$ cat src/rtl/apu_frame_rx.sv
// 8N1 UART receiver for the APU command link: recovers bytes, packs four into a frame, stretches link activity.
// Build option: APU_FRAME_TIMEOUT_EN drops a stalled partial frame after IDLE_BITS bit periods of idle line.
//
// state | meaning
// IDLE  | waiting for rxs low
// START | counting to mid start bit, confirm it is still low
// DATA  | sampling eight data bits, LSB first, at mid-bit
// STOP  | sampling stop bit; 1 = good byte, 0 = framing error
module apu_frame_rx #(
  parameter int CLKRATE   = 1_789_773,
  parameter int BAUDRATE  = 9600,
  parameter int LINK_BITS = 16,
  parameter int IDLE_BITS = 20
) (
  input  logic        clk,
  input  logic        reset,
  input  logic        rx,
  output logic [7:0]  byte_data,
  output logic        byte_valid,
  output logic [31:0] frame_data,
  output logic        frame_valid,
  output logic        frame_err,
  output logic        link
);

  localparam int DIV  = CLKRATE / BAUDRATE;
  localparam int HALF = DIV / 2;
  localparam int CW   = $clog2(DIV + 1);
  localparam logic [CW-1:0] DIV_M1  = CW'(DIV - 1);
  localparam logic [CW-1:0] HALF_M1 = CW'(HALF - 1);

  typedef enum logic [1:0] {IDLE, START, DATA, STOP} state_t;

  state_t          state_q, state_d;
  logic [CW-1:0]   cnt_q, cnt_d;
  logic [2:0]      bitn_q, bitn_d;
  logic [7:0]      shift_q, shift_d;
  logic            byte_ok, bad_stop;
  logic            sync1, rxs;
  logic [1:0]      fcnt_q;
  logic [31:0]     lanes_q;
  logic [LINK_BITS-1:0] link_cnt_q;
  logic            to_hit;

  always_ff @(posedge clk) begin
    if (reset) begin
      sync1 <= 1'b1;
      rxs   <= 1'b1;
    end else begin
      sync1 <= rx;
      rxs   <= sync1;
    end
  end

  always_ff @(posedge clk) begin
    if (reset) begin
      state_q <= IDLE;
      cnt_q   <= '0;
      bitn_q  <= '0;
      shift_q <= '0;
    end else begin
      state_q <= state_d;
      cnt_q   <= cnt_d;
      bitn_q  <= bitn_d;
      shift_q <= shift_d;
    end
  end

  always_comb begin
    state_d  = state_q;
    cnt_d    = cnt_q;
    bitn_d   = bitn_q;
    shift_d  = shift_q;
    byte_ok  = 1'b0;
    bad_stop = 1'b0;
    if (state_q != IDLE) cnt_d = cnt_q - 1'b1;
    case (state_q)
      IDLE: begin
        if (!rxs) begin
          cnt_d   = HALF_M1;
          state_d = START;
        end
      end
      START: begin
        if (cnt_q == '0) begin
          if (!rxs) begin
            cnt_d   = DIV_M1;
            bitn_d  = 3'd0;
            state_d = DATA;
          end else begin
            cnt_d   = '0;
            state_d = IDLE;
          end
        end
      end
      DATA: begin
        if (cnt_q == '0) begin
          shift_d = {rxs, shift_q[7:1]};
          cnt_d   = DIV_M1;
          bitn_d  = bitn_q + 3'd1;
          if (bitn_q == 3'd7) state_d = STOP;
        end
      end
      STOP: begin
        if (cnt_q == '0) begin
          cnt_d   = '0;
          state_d = IDLE;
          if (rxs) byte_ok  = 1'b1;
          else     bad_stop = 1'b1;
        end
      end
      default: state_d = IDLE;
    endcase
  end

`ifdef APU_FRAME_TIMEOUT_EN
  localparam int TO = IDLE_BITS * DIV;
  localparam int TW = $clog2(TO + 1);
  logic [TW-1:0] idle_q;

  assign to_hit = (state_q == IDLE) && (fcnt_q != 2'd0) && (idle_q == '0);

  // Down-counter only runs while a partial frame waits on an idle line.
  always_ff @(posedge clk) begin
    if (reset || state_q != IDLE || fcnt_q == 2'd0 || idle_q == '0)
      idle_q <= TW'(TO - 1);
    else
      idle_q <= idle_q - 1'b1;
  end
`else
  assign to_hit = 1'b0;
`endif

  always_ff @(posedge clk) begin
    if (reset) begin
      byte_data   <= '0;
      byte_valid  <= 1'b0;
      frame_data  <= '0;
      frame_valid <= 1'b0;
      frame_err   <= 1'b0;
      fcnt_q      <= '0;
      lanes_q     <= '0;
    end else begin
      byte_valid  <= byte_ok;
      frame_err   <= bad_stop;
      frame_valid <= 1'b0;
      if (byte_ok) begin
        byte_data <= shift_q;
        lanes_q[{fcnt_q, 3'b000} +: 8] <= shift_q;
        fcnt_q <= fcnt_q + 2'd1;
        if (fcnt_q == 2'd3) begin
          frame_data  <= {shift_q, lanes_q[23:0]};
          frame_valid <= 1'b1;
        end
      end else if (bad_stop || to_hit) begin
        fcnt_q <= '0;
      end
    end
  end

  always_ff @(posedge clk) begin
    if (reset)
      link_cnt_q <= '0;
    else if (byte_ok)
      link_cnt_q <= '1;
    else if (link_cnt_q != '0)
      link_cnt_q <= link_cnt_q - 1'b1;
  end

  assign link = (link_cnt_q != '0);

endmodule

$ cat config.mk
export PLATFORM = sky130hd
export DESIGN_NAME = apu_frame_rx
export DESIGN_NICKNAME = d
export VERILOG_FILES = /design/src/rtl/apu_frame_rx.sv
export SDC_FILE = /design/constraint.sdc
export NUM_CORES = 1
export LEC_CHECK = 0
export CAP_MARGIN = 10
export CORE_UTILIZATION = 61
export CTS_CLUSTER_DIAMETER = 120
export DETAILED_ROUTE_END_ITERATION = 10
export PLACE_DENSITY_LB_ADDON = 0.12
export SETUP_SLACK_MARGIN = 0.05
export SLEW_MARGIN = 10
export SYNTH_ARGS = -nofsm -noshare
export SYNTH_HDL_FRONTEND = slang
export SYNTH_SLANG_ARGS = --single-unit
export TNS_END_PERCENT = 20
$ cat constraint.sdc
create_clock -name clk -period 5.8 [get_ports clk]
set_input_delay 1.16 -clock clk [delete_from_list [all_inputs] [get_ports clk]]
set_output_delay 1.16 -clock clk [all_outputs]
set_load 0.01 [all_outputs]
==> results of run 1 <==
[flip-flops by register name, indices dropped and copies added (netlist names), 2 cells and up, named ones only]
signal	cells
shift_q	8
fcnt_q	2
bitn_q	3
lanes_q	24
byte_data	8
link_cnt_q	16
cnt_q	8
frame_data	32
[per-stage QoR]
step,hold WS [ns],cells
final,0.4229,664
after global routing,0.4573,664
after CTS,0.4239,664
after detailed placement,0.4016,648
after global placement,0.3904,648
after floorplan,0.3895,534
[worst reg2reg max path, delay by kind of cell, from the launching register on]
family / cells / cell delay, ns
AOI/OAI and AO/OA: 1 / 0.06
DFF: 1 / 0.35
adders and majority gates: 1 / 0.24
buffers and inverters: 3 / 0.75
and+or+nand+nor: 4 / 1.14
[cell families (layout without fill, tap and decap cells)]
logic type | count (synthesis) | after routing | synth area share, %
flip-flops | 108 | 108 | 46.12
multiplexers | 19 | 19 | 4.057
AO/OA/AOI/OAI | 110 | 110 | 15.24
AND/OR/NAND/NOR | 229 | 229 | 24.29
XOR/XNOR | 14 | 14 | 2.615
adder cells (fa/ha/maj) | 10 | 10 | 2.669
buffers and inverters | 44 | 75 | 5.017
[path summary, 6_finish.rpt]
check                start       endpoint  slack (ns)
max reg2reg       cnt_q[0]  frame_data[1]        3.11
max          link_cnt_q[0]           link        2.11
min                  sync1            rxs        0.42
min reg2reg          sync1            rxs        0.42
[routing by layer]
metal | part of all wire, % | track usage, % | routed length [um] | vias to the layer above
met1 | 47 | 35.12 | 4608 | 1774
li1 | - | - | - | 1886
met4 | 1.3 | 8.225 | 127 | 0
met3 | 5.4 | 5.027 | 528 | 16
met5 | 0 | 0 | 0 | -
met2 | 46 | 40.50 | 4518 | 117
[placed cells by master, fill, tap and decap left out, drive strengths merged, types with 4 or more instances in the layout]
cell type,n
mux2i,19
or3,6
xnor2,9
nand2,105
clkdlybuf4s50,45
a21oi,82
a31oi,5
buf,6
nand3,33
inv,9
nor3b,4
ha,10
and3,5
dfxtp,108
o21ai,9
nor4,8
clkbuf,10
nor3,15
nand4,4
xor2,5
nor2,32
[layout make-up]
cell class,instances,area share [%]
clock inverter,6,1.205
multi-input combinational,382,43.28
clock buffer,10,2.411
sequential,108,40.84
tap,99,2.340
inverter,8,0.5672
timing repair buffer,51,9.359
[power groups by stage]
stage	logic, mW	registers, mW	clock network, mW
final	0.469	0.869	0.449
after global routing	0.515	0.878	0.488
after CTS	0.463	0.866	0.459
after detailed placement	0.451	0.883	0
after global placement	0.440	0.876	0
after floorplan	0.381	0.863	0
==> metrics.txt, run 1 <==
Reg clk slew, reported paths 0.10 ns; Seq pwr share 48.6%; worst r2r path cells 9; top cell type's share of synthesized area 46.12%; Synth cell types 49; DR vias/cell 5.712; Top FF cell, synth dfxtp_1; ANT cells 0; minimum clock period 3.686 ns; slowest CP cell clkdlybuf4s50_1; CP Launch Type register; Max VDD drop 201.2 uV; Max Fanout on Critical Path 8; die area 8040 um2; Layout area overhead 12.92%; Relative slew margins 35.78%; drt pass-1 iters 5; total clock sinks 108; clock buffer depth 2; setup bufs post-CTS 0; setup tns final 0 ns; CTS resizes 0; CTS tree yes; # hold bufs at CTS 0; mean post-synth cell area 8.779 um2; Slew Limit Fails 0; chip height 89.67 um; CP top delay family simple AND/OR/NAND/NOR gates; # rows 31; initial antenna violation count 0; Synth area leaders dfxtp_1 (46%), nand2_1 (6.8%), a21oi_2 (5.6%); Post-Syn Instances 534; critical-path cell list inv_1, ha_1, nor4b_1, and4_1, inv_1, clkdlybuf4s50_1; fin crit share 63.55%; number of nets with antenna violations after routing 0; most frequent cell after synthesis dfxtp_1; DP Wirelength 6436 um; fmax 271.3 MHz; final clock skew 0.01533 ns; Worst-Margin Slew 0.9634 ns; Total GRT Usage 25.53%; Synth top cells by count dfxtp_1 (108), nand2_1 (85), a21oi_1 (52); Pwr Total 1.787 mW; Place WS 2.579 ns; Buf/Inv on CP 3; Initial Util 63.95%; io pins 47; Fill cells 565; Die X 89.67 um; Worst-Skew Late Latency 0.37 ns; layout cells sized above 1 13.81%; Worst Path Required 4.64 ns; # DRC 0; grt total ovfl 0; final wirelength 9783 um; CP Depth 6; pin count of the biggest net entering global routing 85; CTS Buf Count 9; placed cell areas 5102 um2; Crit path largest cell delay 0.50 ns; PwrDens 337.5 nW/um2; CTS Root Cell clkbuf_8; fin util 72.21%; detailed-route via count 3,793; Comb power frac 26.2%; post-synthesis sequential area ratio 46.12%; P_sw 582.4 uW; core area 7331 um2; FF+latch count, synth 108; Mapped Nets 547; Port Buffer Count 46; H-tree Lvls 3; status finished, final reports clean; cell mode on critical path inv_1; WL/cell 14.73 um; RSZ-0062 raised after global routing false; Multi-input gate area 2291 um2; internal power 1.205 mW; crit path DAT 2.53 ns; post-synth top area cell dfxtp_1; LEAKAGE 1.811 nW; Sw Share 32.59%; first-pass GRT wire length 15,730 um; final setup fails 0; Max Cap Violations 0; Crit. End Element output pin; Post-synth EDFFs 0; FF+latch area 2162 um2; synthesized area 4688 um2; Yosys warnings 0; final hold vios 0; Post-synth ARST share 0%; GP Congestion 0.8308; crit path kind register to output pin; Detailed Route Iter0 Violations 277; clock network power share 25.1%; Nets 573; vias in the first global route 3,305; Hold Path Class register to register; Min-Delay Path Depth 1; Worst Slack Setup Final 2.114 ns; cell area after layout 5294 um2
(Power assumes the default switching activity.)
==> run 2: changes to the inputs <==
Settings changed: CORE_UTILIZATION 61 to 56.
Clock period 5.8 ns to 3.6 ns, I/O delays scaled along.
==> metrics.txt, run 2 (synthesis gave the netlist of run 1 again) <==
CTS Root Cell clkbuf_8; worst r2r path cells 9; critical-path cell list inv_1, ha_1, nor4b_1, and4_1, inv_1, clkdlybuf4s50_1; die area 8741 um2; Hold Path Class register to register; CTS Buf Count 9; Reg-to-Reg Start cnt_q[0]; CP Depth 6; io pins 47; final wirelength 9856 um; Crit. End Element output pin; Post-Layout Cell Count 671; Max Cap Violations 0; fmax 310.4 MHz; CP top delay family simple AND/OR/NAND/NOR gates; grt total ovfl 0; Initial Util 57.35%; total clock sinks 108; min-delay src sync1; DP Wirelength 6510 um; Worst-Margin Slew 1.020 ns; setup tns final 0 ns; Reg with most FFs frame_data; final clock skew 0.01088 ns; setup bufs post-CTS 0; Top Registers frame_data x32, lanes_q x24, link_cnt_q x16; slowest CP cell clkdlybuf4s50_1; Reg clk slew, reported paths 0.09 ns; Max Fanout on Critical Path 8; cell mode on critical path inv_1; Total GRT Usage 24.36%; reg-to-reg critical path endpoint frame_data[10]; crit path kind register to output pin; Worst Path Required 2.88 ns; minimum clock period 3.222 ns; length of routed met2 wiring 4543 um; final hold vios 0; Min-Delay Path Depth 1; number of nets with antenna violations after routing 0; Relative slew margins 31.83%; chip height 93.50 um; vias in the first global route 3,550; most common cell after layout, fill and taps aside dfxtp_1; CP Launch Type register; ANT cells 0; WL/cell 14.69 um; # hold bufs at CTS 0; Fill cells 701; H-tree Lvls 3; CTS resizes 0; Cells after DPL 656; Nets 575; first-pass GRT wire length 16,950 um; pin count of the biggest net entering global routing 76; # DRC 0; top layer in use met4; highest-count cells in the layout ignoring fill and taps dfxtp_1 (108), nand2_1 (85), a21oi_1 (52), clkdlybuf4s50_1 (45), nand3_1 (33); CTS tree yes; clock buffer depth 2; detailed-route via count 3,750; Buf/Inv on CP 3; status finished, final reports clean; crit path DAT 2.50 ns; # rows 33; core area 8175 um2; length of routed wiring on met1 4747 um; Crit path largest cell delay 0.50 ns; drt pass-1 iters 5; initial antenna violation count 0; Die X 93.50 um; FF-to-FF setup slack 1.23 ns; Routed met3 length 405 um; GP Congestion 0.8353; layout cells sized above 1 14.13%; DR vias/cell 5.589; PwrDens 558.8 nW/um2; Critical Path Source link_cnt_q[0]; RSZ-0062 raised after global routing false; LEAKAGE 1.851 nW; Layout area overhead 14.38%; Slew Limit Fails 0; Max VDD drop 343.9 uV; final setup fails 0; Worst-Skew Late Latency 0.36 ns; fin util 65.60%; Multi-input gate area 2291 um2; worst hold endpoint rxs; fin crit share 89.49%; Pwr Total 2.997 mW; Detailed Route Iter0 Violations 160; max FFs per register 32; FF+latch area 2162 um2; Port Buffer Count 46
==> run 2: cell count changes in the layout (fill, tap and decap cells not counted) <==
cell	previous run	this run
bufinv_16	1	3
buf_4	6	8
clkbuf_8	9	10
clkinvlp_4	2	0
clkbuf_1	1	0
inv_6	1	0
==> run 2: area by class of cell <==
cell class | count | share of cell area, %
tap | 105 | 2.450
clock buffer | 10 | 2.566
inverter | 8 | 0.5600
timing repair buffer | 53 | 9.519
sequential | 108 | 40.32
multi-input combinational | 382 | 42.72
clock inverter | 5 | 1.867
==> run 2: how the worst max path moves through the flow <==
stage | to | slack (ns)
global placement | link | 0.88
finish | link | 0.38
detailed placement | link | 0.80
floorplan | link | 1.53
global route | link | 0.18
CTS | link | 0.40
==> run 2: layer usage <==
metal | vias to the layer above | global-route usage (%)
li1 | 1892 | -
met1 | 1749 | 32.45
met2 | 94 | 39.64
met3 | 15 | 4.797
met4 | 0 | 7.692
met5 | - | 0
==> run 2: metrics by stage <==
| step | hold WS [ns] | instance area [um2] | setup WS (ns) |
|---|---|---|---|
| global placement | 0.3933 | 5125 | 0.8782 |
| global route | 0.4674 | 5363 | 0.1840 |
| CTS | 0.4285 | 5363 | 0.4017 |
| detailed placement | 0.4029 | 5125 | 0.8039 |
| finish | 0.4238 | 5363 | 0.3785 |
| floorplan | 0.3895 | 4688 | 1.533 |
==> run 2: report_power, final <==
group,switching [mW],internal (mW)
registers,0.108,1.29
clock network,0.391,0.475
logic,0.403,0.330
total,0.902,2.09
==> run 3: changes to the inputs <==
--- a/config.mk
+++ b/config.mk
@@ -7,3 +7,3 @@
 export LEC_CHECK = 0
-export CAP_MARGIN = 10
+export CAP_MARGIN = 20
 export CORE_UTILIZATION = 56
==> constraint.sdc (replaced) <==
create_clock -name clk -period 3.6 [get_ports clk]
set_input_delay 0.54 -clock clk [delete_from_list [all_inputs] [get_ports clk]]
set_output_delay 0.54 -clock clk [all_outputs]
set_load 0.01 [all_outputs]
==> metrics.txt, run 3 (synthesis gave the netlist of run 1 again) <==
Hold Path Class register to register; cell mode on critical path inv_1; Nets 573; first-pass GRT wire length 16,160 um; core area 8175 um2; PwrDens 528.7 nW/um2; io pins 47; fin crit share 82.98%; CP top delay family simple AND/OR/NAND/NOR gates; setup tns final 0 ns; crit path DAT 2.45 ns; CTS Buf Count 9; fmax 334.7 MHz; Pwr Total 2.809 mW; Buf/Inv on CP 3; final wirelength 9544 um; Total GRT Usage 23.43%; Reg with most FFs frame_data; most common cell after layout, fill and taps aside dfxtp_1; vias in the first global route 3,319; Reg clk slew, reported paths 0.11 ns; initial antenna violation count 0; Place WS 0.9292 ns; # DRC 0; # rows 33; Max Fanout on Critical Path 8; DR vias/cell 5.579; Crit path largest cell delay 0.50 ns; Top Registers frame_data x32, lanes_q x24, link_cnt_q x16; setup bufs post-CTS 0; number of nets with antenna violations after routing 0; DP Wirelength 6372 um; Detailed Route Iter0 Violations 177; clock buffer depth 2; critical-path cell list inv_1, ha_1, nor4b_1, and4_1, inv_1, clkdlybuf4s50_1; CTS tree yes; drt pass-1 iters 5; CTS resizes 0; grt total ovfl 0; Worst-Skew Late Latency 0.37 ns; H-tree Lvls 3; crit path kind register to output pin; pin count of the biggest net entering global routing 69; detailed-route via count 3,738; final setup fails 0; max FFs per register 32; Die X 93.50 um; chip height 93.50 um; slowest CP cell clkdlybuf4s50_1; Worst Slack Setup Final 0.6126 ns; # hold bufs at CTS 0; layout cells sized above 1 13.98%; status finished, final reports clean; CP Launch Type register; Slew Limit Fails 0; Max VDD drop 334.6 uV; Initial Util 57.35%; Worst Path Required 3.06 ns; WL/cell 14.24 um; final hold vios 0; Max Cap Violations 0; Layout area overhead 13.32%; Port Buffer Count 46; GP Congestion 0.9516; CTS Root Cell clkbuf_8; total clock sinks 108; Worst-Margin Slew 0.9990 ns; LEAKAGE 1.814 nW; highest-count cells in the layout ignoring fill and taps dfxtp_1 (108), nand2_1 (85), a21oi_1 (52), clkdlybuf4s50_1 (45), nand3_1 (33); minimum clock period 2.987 ns; Relative slew margins 33.26%; ANT cells 0; RSZ-0062 raised after global routing false; Crit. End Element output pin; final clock skew 0.01286 ns; die area 8741 um2
-- run 3: worst register-to-register path, delay by kind of cell (launching register included) --
family	cells	cell delay [ns]
AO/OA/AOI/OAI	1	0.15
adder cells (fa/ha/maj)	1	0.26
buffers and inverters	3	0.74
flip-flops	1	0.35
AND/OR/NAND/NOR	4	1.15
-- run 3: through the flow --
step | util [%] | hold slack [ns] | std cells | instance area (um2)
after global placement | 62.66 | 0.3926 | 654 | 5122
final | 64.98 | 0.4352 | 670 | 5313
after floorplan | - | 0.3895 | 534 | 4688
after global routing | 64.98 | 0.4589 | 670 | 5313
after CTS | 64.98 | 0.4377 | 670 | 5313
after detailed placement | 62.66 | 0.4030 | 654 | 5122
-- run 3: layer usage --
layer	track usage [%]	wire length (um)	part of all wire (%)	vias to the layer above
li1	-	-	-	1896
met1	31.90	4678	49	1725
met2	37.44	4330	45	107
met3	5.041	452	4.7	10
met4	6.538	82	0.86	0
met5	0	0	0	-
-- run 3: final cells by class --
class | instances | area, um2
Clock buffer | 9 | 123.9
Multi-Input combinational cell | 382 | 2291
Sequential cell | 108 | 2162
Clock inverter | 7 | 66.31
Fill cell | 734 | 2863
Timing Repair Buffer | 51 | 508.0
Tap cell | 105 | 131.4
Inverter | 8 | 30.03
-- run 3: path summary, 6_finish.rpt --
kind	endpoint	startpoint	cells past startpoint	slack, ns
worst max register to register	frame_data[19]	cnt_q[0]	9	0.91
worst max-delay path	link	link_cnt_q[0]	6	0.61
worst min register to register	rxs	sync1	1	0.44
worst min-delay path	rxs	sync1	1	0.44
-- run 3: report_power, final --
part           internal, mW  leakage (nW)  total [mW]  switching, mW
combinational         0.329         0.849       0.715          0.386
clock                 0.268        0.0914       0.697          0.429
sequential             1.29         0.874        1.40          0.107
